### config.mk
export PLATFORM = sky130hd
export DESIGN_NAME = load_store_unit_flat
export DESIGN_NICKNAME = d
export VERILOG_FILES = /design/src/rtl/load_store_unit_pkg.sv /design/src/rtl/load_store_unit_if.sv /design/src/rtl/lsu_lane_align.sv /design/src/rtl/load_store_unit.sv /design/src/flat_wrapper.sv
export SDC_FILE = /design/constraint.sdc
export NUM_CORES = 1
export LEC_CHECK = 0
export ABC_AREA = 1
export CORE_MARGIN = 5
export CORE_UTILIZATION = 49
export CTS_CLUSTER_SIZE = 16
export DETAILED_ROUTE_END_ITERATION = 8
export PLACE_DENSITY_LB_ADDON = 0.15
export SYNTH_ARGS = -nofsm -noshare
export SYNTH_HDL_FRONTEND = slang
export SYNTH_HIERARCHICAL = 1
export SYNTH_SLANG_ARGS = --single-unit
### constraint.sdc
create_clock -name clk -period 9.5 [get_ports clk]
set_input_delay 1.9 -clock clk [delete_from_list [all_inputs] [get_ports clk]]
set_output_delay 1.9 -clock clk [all_outputs]
set_load 0.02 [all_outputs]
### src/rtl/load_store_unit_pkg.sv
// Shared types for the load/store unit: FSM states, access sizes and the decoded op.
package load_store_unit_pkg;

    typedef enum logic [1:0] {
        IDLE = 2'd0,
        REQ  = 2'd1,
        DONE = 2'd2
    } lsu_state_e;

    typedef enum logic [1:0] {
        BYTE = 2'd0,
        HALF = 2'd1,
        WORD = 2'd2
    } lsu_size_e;

    localparam logic [3:0] WSTRB_ALL = 4'b1111;

    typedef struct packed {
        logic      store;
        logic      unsigned_ld;
        lsu_size_e size;
    } lsu_op_t;

    function automatic logic is_misaligned(lsu_size_e size, logic [1:0] off);
        return (size == HALF && off[0]) || (size == WORD && off != 2'b00);
    endfunction

endpackage

### src/rtl/load_store_unit_if.sv
// Word-aligned data-memory bus with byte strobes and a req/ack handshake.
interface load_store_unit_if #(
    parameter int ADDR_W = 32
);
    // The master holds req and every bus field stable until it samples ack=1;
    // read data is valid in the same cycle as ack. One access is outstanding at most.
    logic              mem_req;
    logic              mem_we;
    logic [ADDR_W-1:0] mem_addr;
    logic [31:0]       mem_wdata;
    logic [3:0]        mem_wstrb;
    logic              mem_ack;
    logic [31:0]       mem_rdata;

    modport master (
        output mem_req, mem_we, mem_addr, mem_wdata, mem_wstrb,
        input  mem_ack, mem_rdata
    );

    modport slave (
        input  mem_req, mem_we, mem_addr, mem_wdata, mem_wstrb,
        output mem_ack, mem_rdata
    );
endinterface

### src/rtl/lsu_lane_align.sv
// Byte-lane steering: store replication/strobes and load extraction with extension.
module lsu_lane_align
    import load_store_unit_pkg::*;
(
    input  lsu_op_t     op_i,
    input  logic [1:0]  off_i,
    input  logic [31:0] store_data_i,
    input  logic [31:0] rdata_i,
    output logic [31:0] wdata_o,
    output logic [3:0]  wstrb_o,
    output logic [31:0] load_data_o
);
    logic [7:0]  byte_lane;
    logic [15:0] half_lane;

    assign byte_lane = rdata_i[{off_i, 3'b000} +: 8];
    assign half_lane = rdata_i[{off_i[1], 4'b0000} +: 16];

    always_comb begin
        wdata_o     = '0;
        wstrb_o     = '0;
        load_data_o = '0;
        if (op_i.store) begin
            case (op_i.size)
                BYTE: begin
                    wdata_o = {4{store_data_i[7:0]}};
                    wstrb_o = 4'b0001 << off_i;
                end
                HALF: begin
                    wdata_o = {2{store_data_i[15:0]}};
                    wstrb_o = off_i[1] ? 4'b1100 : 4'b0011;
                end
                default: begin
                    wdata_o = store_data_i;
                    wstrb_o = WSTRB_ALL;
                end
            endcase
        end else begin
            case (op_i.size)
                BYTE:    load_data_o = {{24{byte_lane[7] & ~op_i.unsigned_ld}}, byte_lane};
                HALF:    load_data_o = {{16{half_lane[15] & ~op_i.unsigned_ld}}, half_lane};
                default: load_data_o = rdata_i;
            endcase
        end
    end
endmodule

### src/rtl/load_store_unit.sv
// Multi-cycle load/store stage: decodes the op, runs one bus access with timeout,
// and returns extended load data with a one-cycle done pulse.
module load_store_unit
    import load_store_unit_pkg::*;
#(
    parameter int TIMEOUT_CYCLES = 16,
    parameter int ADDR_W         = 32
) (
    input  logic               clk,
    input  logic               rst,
    input  logic               start,
    input  logic               sb,
    input  logic               sh,
    input  logic               sw,
    input  logic               lb,
    input  logic               lh,
    input  logic               lw,
    input  logic               lbu,
    input  logic               lhu,
    input  logic [ADDR_W-1:0]  address,
    input  logic [31:0]        write_data,
    output logic               stall,
    output logic               done,
    output logic [31:0]        read_data,
    output logic               misaligned,
    output logic               illegal_op,
    output logic               bus_error,
    load_store_unit_if.master  bus,
    output lsu_state_e         dbg_state_o
);
    localparam logic [7:0] TIMEOUT_LAST = 8'(TIMEOUT_CYCLES - 1);

    lsu_state_e        state_q;
    lsu_op_t           op_q;
    logic [1:0]        off_q;
    logic [7:0]        cnt_q;
    logic              done_q, misaligned_q, illegal_q, bus_error_q;
    logic [31:0]       read_data_q;
    logic              mem_req_q, mem_we_q;
    logic [ADDR_W-1:0] mem_addr_q;
    logic [31:0]       mem_wdata_q;
    logic [3:0]        mem_wstrb_q;

    logic [7:0]  op_bits;
    lsu_op_t     dec_op;
    lsu_op_t     align_op;
    logic [1:0]  align_off;
    logic [31:0] align_wdata, align_load;
    logic [3:0]  align_wstrb;

    assign op_bits = {sb, sh, sw, lb, lh, lw, lbu, lhu};

    always_comb begin
        dec_op             = '0;
        dec_op.store       = sb | sh | sw;
        dec_op.unsigned_ld = lbu | lhu;
        if (sw | lw)
            dec_op.size = WORD;
        else if (sh | lh | lhu)
            dec_op.size = HALF;
        else
            dec_op.size = BYTE;
    end

    // In IDLE the aligner shapes the incoming store; afterwards it extracts the load.
    assign align_op  = (state_q == IDLE) ? dec_op : op_q;
    assign align_off = (state_q == IDLE) ? address[1:0] : off_q;

    lsu_lane_align u_align (
        .op_i         (align_op),
        .off_i        (align_off),
        .store_data_i (write_data),
        .rdata_i      (bus.mem_rdata),
        .wdata_o      (align_wdata),
        .wstrb_o      (align_wstrb),
        .load_data_o  (align_load)
    );

    always_ff @(posedge clk) begin
        if (rst) begin
            state_q      <= IDLE;
            op_q         <= '0;
            off_q        <= '0;
            cnt_q        <= '0;
            done_q       <= 1'b0;
            misaligned_q <= 1'b0;
            illegal_q    <= 1'b0;
            bus_error_q  <= 1'b0;
            read_data_q  <= '0;
            mem_req_q    <= 1'b0;
            mem_we_q     <= 1'b0;
            mem_addr_q   <= '0;
            mem_wdata_q  <= '0;
            mem_wstrb_q  <= '0;
        end else begin
            case (state_q)
                IDLE: begin
                    done_q       <= 1'b0;
                    misaligned_q <= 1'b0;
                    illegal_q    <= 1'b0;
                    bus_error_q  <= 1'b0;
                    read_data_q  <= '0;
                    if (start) begin
                        if (!$onehot(op_bits)) begin
                            state_q   <= DONE;
                            done_q    <= 1'b1;
                            illegal_q <= 1'b1;
                        end else if (is_misaligned(dec_op.size, address[1:0])) begin
                            state_q      <= DONE;
                            done_q       <= 1'b1;
                            misaligned_q <= 1'b1;
                        end else begin
                            state_q     <= REQ;
                            op_q        <= dec_op;
                            off_q       <= address[1:0];
                            cnt_q       <= '0;
                            mem_req_q   <= 1'b1;
                            mem_we_q    <= dec_op.store;
                            mem_addr_q  <= {address[ADDR_W-1:2], 2'b00};
                            mem_wdata_q <= align_wdata;
                            mem_wstrb_q <= align_wstrb;
                        end
                    end
                end
                REQ: begin
                    if (bus.mem_ack || cnt_q == TIMEOUT_LAST) begin
                        state_q     <= DONE;
                        done_q      <= 1'b1;
                        bus_error_q <= !bus.mem_ack;
                        read_data_q <= (bus.mem_ack && !op_q.store) ? align_load : 32'd0;
                        cnt_q       <= '0;
                        mem_req_q   <= 1'b0;
                        mem_we_q    <= 1'b0;
                        mem_wdata_q <= '0;
                        mem_wstrb_q <= '0;
                    end else begin
                        cnt_q <= cnt_q + 8'd1;
                    end
                end
                default: begin
                    state_q      <= IDLE;
                    done_q       <= 1'b0;
                    misaligned_q <= 1'b0;
                    illegal_q    <= 1'b0;
                    bus_error_q  <= 1'b0;
                    read_data_q  <= '0;
                end
            endcase
        end
    end

    assign stall       = (state_q == IDLE && start) || state_q == REQ;
    assign done        = done_q;
    assign read_data   = read_data_q;
    assign misaligned  = misaligned_q;
    assign illegal_op  = illegal_q;
    assign bus_error   = bus_error_q;
    assign dbg_state_o = state_q;

    assign bus.mem_req   = mem_req_q;
    assign bus.mem_we    = mem_we_q;
    assign bus.mem_addr  = mem_addr_q;
    assign bus.mem_wdata = mem_wdata_q;
    assign bus.mem_wstrb = mem_wstrb_q;
endmodule

### src/flat_wrapper.sv
// flat-port wrapper written by rule: the top's interface ports become plain ports
module load_store_unit_flat import load_store_unit_pkg::*;
#(
    parameter int TIMEOUT_CYCLES = 16,
    parameter int ADDR_W         = 32
)
  (clk, rst, start, sb, sh, sw, lb, lh, lw, lbu, lhu, address, write_data, stall, done, read_data, misaligned, illegal_op, bus_error, dbg_state_o, bus_mem_req, bus_mem_we, bus_mem_addr, bus_mem_wdata, bus_mem_wstrb, bus_mem_ack, bus_mem_rdata);
  load_store_unit_if #(.ADDR_W(ADDR_W)) bus_i ();
  input  logic clk;
  input  logic rst;
  input  logic start;
  input  logic sb;
  input  logic sh;
  input  logic sw;
  input  logic lb;
  input  logic lh;
  input  logic lw;
  input  logic lbu;
  input  logic lhu;
  input  logic [ADDR_W-1:0] address;
  input  logic [31:0] write_data;
  output logic stall;
  output logic done;
  output logic [31:0] read_data;
  output logic misaligned;
  output logic illegal_op;
  output logic bus_error;
  output lsu_state_e dbg_state_o;
  output wire logic [$bits(bus_i.mem_req)-1:0] bus_mem_req;
  output wire logic [$bits(bus_i.mem_we)-1:0] bus_mem_we;
  output wire logic [$bits(bus_i.mem_addr)-1:0] bus_mem_addr;
  output wire logic [$bits(bus_i.mem_wdata)-1:0] bus_mem_wdata;
  output wire logic [$bits(bus_i.mem_wstrb)-1:0] bus_mem_wstrb;
  input wire logic [$bits(bus_i.mem_ack)-1:0] bus_mem_ack;
  input wire logic [$bits(bus_i.mem_rdata)-1:0] bus_mem_rdata;
  assign bus_mem_req = bus_i.mem_req;
  assign bus_mem_we = bus_i.mem_we;
  assign bus_mem_addr = bus_i.mem_addr;
  assign bus_mem_wdata = bus_i.mem_wdata;
  assign bus_mem_wstrb = bus_i.mem_wstrb;
  assign bus_i.mem_ack = bus_mem_ack;
  assign bus_i.mem_rdata = bus_mem_rdata;
  load_store_unit #(.TIMEOUT_CYCLES(TIMEOUT_CYCLES), .ADDR_W(ADDR_W)) u_core (.clk(clk), .rst(rst), .start(start), .sb(sb), .sh(sh), .sw(sw), .lb(lb), .lh(lh), .lw(lw), .lbu(lbu), .lhu(lhu), .address(address), .write_data(write_data), .stall(stall), .done(done), .read_data(read_data), .misaligned(misaligned), .illegal_op(illegal_op), .bus_error(bus_error), .bus(bus_i), .dbg_state_o(dbg_state_o));
endmodule
## Yosys cells after proc, flatten, opt, wreduce, memory -nomap -nowiden

Cells that the tools add are included.

| cells by class | value |
|---|---|
| shifts and indexed selects | 3 |
| add/sub/neg operators | 8 |
| bitwise operators | 11 |
| eq/ne operators | 10 |
| mux-type cells | 52 |
| reduce and logical (&&, ||, !) cells | 18 |

Operator list:

| operator | count |
|---|---|
| 2-to-1 mux 32 bit | 7 |
| one-hot mux 32 bit (2 select lines) | 3 |
| 2-to-1 mux 8 bit | 4 |
| variable part select 32 x 6 -> 16 bit | 1 |
| variable part select 32 x 6 -> 8 bit | 1 |
| 2-to-1 mux 4 bit | 7 |
| 2-to-1 mux 1 bit | 16 |
| one-hot mux 4 bit (2 select lines) | 2 |
| one-hot mux 8 bit (2 select lines) | 1 |
| adder 4 bit | 3 |
| 2-to-1 mux 2 bit | 6 |
| one-hot mux 1 bit (2 select lines) | 5 |
| adder 1 x 1 -> 2 bit | 4 |
| adder 8 x 1 -> 8 bit (second input constant) | 1 |
| == test 8 x 4 -> 1 bit (second input constant) | 1 |
| AND reduction 4 bit | 2 |
| == test 2 x 1 -> 1 bit (second input constant) | 3 |
| bitwise OR 1 bit | 6 |
| AND reduction 5 bit | 1 |
| == test 4 x 1 -> 1 bit (second input constant) | 1 |
| logical AND 1 bit | 4 |
| zero test 2 bit | 2 |
| != test 2 x 1 -> 1 bit (second input constant) | 2 |
| != test 2 bit (second input constant) | 2 |
| 10 further kinds | 17 |

| storage, ports and cells | value |
|---|---|
| output and inout port bits | 109 |
| logic and storage cells | 118 |
| bits of input ports | 108 |
| flip-flop bits (word level) | 120 |

## Longest topological paths before layout

| logic depth | value |
|---|---|
| depth in word-level cells | 12 |
| gate-level depth with buffers | 18 |
| depth with buffers taken out | 18 |

## By module

Netlist, hierarchy kept.

Modules (own cells, without submodules):

| module | instances | cells each | sequential area each (sq um) | area each (sq um) |
|---|---|---|---|---|
| load_store_unit | 1 | 626 | 2402.3 | 5027.3 |
| lsu_lane_align | 1 | 251 | 0.0 | 1159.9 |

## Worst setup path after synthesis

Ideal clock, no wire load.

| path | value |
|---|---|
| path type | input -> register |
| from | input port sb |
| to | register u_core.mem_wdata_q[15] (netlist: u_core/bus.mem_wdata[15]) |
| setup time | 0.067 ns |
| data required time | 9.433 ns |
| buffers on the path | 2 |
| arrival | 5.031 ns |
| slack | 4.402 ns |
| stages on the path | 16 |
| cells stage by stage | inv_1 > fa_1 > fa_1 > fa_1 > inv_1 > ha_1 > inv_1 > fa_1 > nand2_1 > nor2_1 > nand3_1 > nor2_4 > nand4_2 > buf_6 > buf_6 > o21ai_2 |

| on the way | value |
|---|---|
| longest elaborated chain between the ends | 8 |
| elaborated cells on any way between the ends | 14 |
| classes of those cells | add/sub: 3; eq/ne: 2; mux: 6; bitwise: 2; reduce/logical: 1 |

RTL lines:

| item | line | source |
|---|---|---|
| start, declared | flat_wrapper.sv:12 | `input logic sb;` |
| branches (longest 8 deep; another with adder 4 bit) | -- |  |
| end signal, assigned | load_store_unit.sv:120 | `mem_wdata_q <= align_wdata;` |
| end, declared | load_store_unit.sv:41 | `logic [31:0] mem_wdata_q;` |

Parallel ways; which one is timed is not known. The select of a mux whose other input is x is not followed.
A chain may end at the register's enable or synchronous reset.

## Final worst setup path

| path | value |
|---|---|
| from | input port sb |
| to | register u_core.mem_wdata_q[8] (netlist: u_core/bus.mem_wdata[8]) |

The elaborated chain is that of the path after synthesis.

==> results.md <==
* #FFs+latches synth at 120
* H-tree Lvls at 4
* Routability cong. at 0.9162
* Worst Path Arrival at 6.44 ns
* Buf/Inv on CP at 4
* Hold Crit Class: reg2reg
* Hold path start: u_core/bus.mem_wdata[5]$_SDFFE_PP0P_
* Core Area at 12520 um^2
* Worst r2r src: u_core/dbg_state_o[1]$_SDFFE_PP0P_
* R2R depth at 15
* DRC Markers at 0
* GR Layer Usage met3 at 5.484%
* Max-cap viol count at 0
* EDFF count, synth at 0
* Clock slew at reported path FFs at 0.05 ns
* Slew of the pin with the lowest slew margin at 1.133 ns
* Rel. slew slack at 24.31%
* Hold buffer count at CTS at 0
* GRT met2 Usage at 38.34%
* Req. time, crit path at 9.80 ns
* Die W at 122.4 um
* Cell Pwr Density at 164.6 nW/um^2
* Final Cycle Share at 64.56%
* CP peak stage delay at 0.82 ns
* 1st-iter DRT viols at 644
* Synthesis Warnings at 6
* Num rows at 41
* Crit Path Class: in2reg
* Leak Pwr at 3.603 nW
* Maximum clock rate at 0.1630 GHz
* Outcome: finished clean
* Post-synth top area cell: dfxtp_1
* Share of layout cells above drive strength 1 at 9.674%
* Avg Inst Size Synth at 7.055 um^2
* Detail Placement HPWL at 13280 um
* Post-layout min period at 6.134 ns
* Initial antenna violation count at 0
* Drt pass-1 iters at 7
* Top post-synthesis cells by area: dfxtp_1 (39%), nor2_1 (9.6%), nand2_1 (7.9%)
* Top-level I/O count at 217
* Hold EP: u_core/bus.mem_wdata[5]$_SDFFE_PP0P_
* Vias in the first global route at 5898
* Post-CTS Setup Bufs at 0
* Synth cell types at 39
* CTS-repair resized insts at 0
* Largest net degree at the start of global routing at 47
* Launching element type of the critical path: primary input
* Clk root buf: clkbuf_16
* Die area at 14970 um^2
* CP max FO at 29
* Total negative setup slack at 0 ns
* Clock Skews at 0.006881 ns
* R2R setup slack at 6.27 ns
* Congestion Overflow GR at 0
* Final ANT Viol Nets at 0
* Cells after synthesis at 877
* Final wirelength at 18600 um
* First-pass GRT wire length at 29550 um
* Final hold vios at 0
* Setup Viol. Count Final at 0
* Max VDD drop at 0.1002 mV
* Vias at 6390
* Synthesis-to-layout area growth at 43.03%
* Die Y at 122.4 um
* Grt met1 use at 33.05%
* Most used routing layer: met2
* Ys async rst share at 0%
* CTS Buf Count at 17
* Top_reg_cell synth: dfxtp_1
* Fin. max-slew vios at 0
* Seq/Total Area, Yosys at 38.83%
* CP delay by family, top: adder cells
* Worst skew pair latency at 0.41 ns
* RSZ-0062 raised after global routing: false
* CTS tree: done
* Worst hold stages at 2
* Drt wl/cell at 14.91 um
* GRT Overall Usage at 24.71%
* Hold slack at 0.4559 ns
* DR vias/cell at 5.124
* CP max stage cell: nand4_2
* Synthesized area at 6187 um^2
* CP endpoint kind: register
* Port Buffer Count at 214
* ANT cells at 0
* Crit path top cell by count: fa_1
* Crit-path cells: clkdlybuf4s50_1 -> inv_1 -> fa_1 -> fa_1 -> fa_1 -> inv_1 -> ha_1 -> inv_1 -> fa_1 -> nand2_1 -> nor2_1 -> nand3_1 -> nor2_4 -> nand4_2 -> o21ai_0
* Starting Density at 49.43%
* Area fraction of the dominant cell type after synthesis at 38.83%
* Worst-case clock buffer depth at 2
* Clock sinks at 120
* Worst r2r dst: u_core/read_data[7]$_SDFFE_PP0P_
* Fin nets at 1179
==> per-stage QoR <==
| stage | util, % | cells | instance area [um^2] | total power, mW | worst slack, ns |
|---|---|---|---|---|---|
| finish | 70.70 | 1247 | 8850 | 1.457 | 3.366 |
| global route | 70.70 | 1247 | 8850 | 1.528 | 2.996 |
| CTS | 70.70 | 1247 | 8850 | 1.464 | 3.407 |
| detailed placement | 66.21 | 1215 | 8288 | 0.8604 | 2.964 |
| global placement | 66.21 | 1215 | 8288 | 0.8580 | 3.073 |
| floorplan | - | 878 | 6191 | 0.7478 | 4.402 |
==> synthesized netlist by cell type (2+ instances only) <==
library cell,n
a211oi_1,8
a21oi_1,60
buf_1,2
buf_2,9
buf_4,5
buf_6,8
clkbuf_1,28
dfxtp_1,120
fa_1,4
ha_1,5
inv_1,86
inv_2,10
mux2i_1,7
nand2_1,131
nand2_2,7
nand2_4,2
nand3_1,59
nand3_2,22
nand4_1,13
nor2_1,158
nor2_2,2
nor2_4,3
nor3_1,4
o21ai_0,75
o21ai_1,2
o21ai_2,20
o22ai_1,15
==> cells by family after synthesis <==
| logic type | Yosys count | share of synthesized area [%] |
|---|---|---|
| buf+inv | 150 | 10.58 |
| xor+xnor | 2 | 0.2832 |
| mux | 7 | 1.133 |
| simple gates | 405 | 30.07 |
| other cells | 1 | 0.06061 |
| compound gates | 183 | 16.74 |
| fa+ha+maj | 9 | 2.305 |
| flops | 120 | 38.83 |
==> power breakdown <==
group | switching (mW) | internal (mW) | leakage (nW)
logic | 0.199 | 0.129 | 2.36
registers | 0.00817 | 0.518 | 0.968
clock network | 0.218 | 0.384 | 0.276
total | 0.425 | 1.03 | 3.60
==> how the worst max path moves through the flow <==
stage,from,to,slack [ns],cells past startpoint
floorplan,sb,u_core/bus.mem_wdata[15]$_SDFFE_PP0P_,4.40,16
global placement,sb,u_core/bus.mem_wdata[9]$_SDFFE_PP0P_,3.07,15
detailed placement,sb,u_core/bus.mem_wdata[8]$_SDFFE_PP0P_,2.96,15
CTS,sb,u_core/bus.mem_wdata[8]$_SDFFE_PP0P_,3.41,15
global route,sb,u_core/bus.mem_wdata[8]$_SDFFE_PP0P_,3.00,15
finish,sb,u_core/bus.mem_wdata[8]$_SDFFE_PP0P_,3.37,15
==> per-layer routing <==
layer / vias to the layer above / wire length (um)
met1: 2902 / 8259
met5: - / 0
li1: 3224 / -
met2: 228 / 8650
met3: 36 / 1140
met4: 0 / 543
==> flip-flops by register name (all words and copies together) (netlist names) <==
signal / flops
u_core/bus.mem_wdata: 32
u_core/read_data: 32
u_core/bus.mem_addr: 30
u_core/cnt_q: 8
u_core/bus.mem_wstrb: 4
u_core/op_q: 4
u_core/dbg_state_o: 2
u_core/off_q: 2
u_core/bus.mem_req: 1
u_core/bus.mem_we: 1
u_core/bus_error: 1
u_core/done: 1
u_core/illegal_op: 1
u_core/misaligned: 1
==> worst register-to-register path, cell delays in order (launching register included) <==
cell	delay, ns
dfxtp_1	0.43
inv_2	0.07
nand2_2	0.21
o21ai_0	0.14
buf_4	0.20
inv_2	0.58
nand2_2	0.34
inv_1	0.19
nand2_1	0.06
inv_1	0.24
nand2_1	0.08
o21ai_0	0.09
a21oi_1	0.08
nor2_1	0.15
nand3_1	0.10
a21oi_1	0.18
==> cell usage in the layout (no fill, tap or decap), drive strengths merged <==
cell / instances
nand4: 14
buf: 4
o21bai: 1
a22oi: 1
xor2: 1
dfxtp: 120
ha: 5
a211oi: 8
fa: 4
nor3: 5
o21ai: 97
mux2i: 7
clkbuf: 24
nand3: 82
xnor2: 1
clkdlybuf4s50: 214
a21oi: 60
conb: 2
nor2: 163
nand2: 140
inv: 96
clkinv: 6
o22ai: 15
or2: 1
clkinvlp: 2
bufinv: 1
a31oi: 1
==> area by class of cell <==
cell class	count	area [um^2]
Inverter	97	364.1
Clock inverter	8	70.07
Fill cell	1114	3667
Tap cell	172	215.2
Clock buffer	24	491.7
Sequential cell	120	2402
Timing Repair Buffer	218	2172
Multi-Input combinational cell	608	3134
Note: power is estimated with default switching activity, not from simulation.
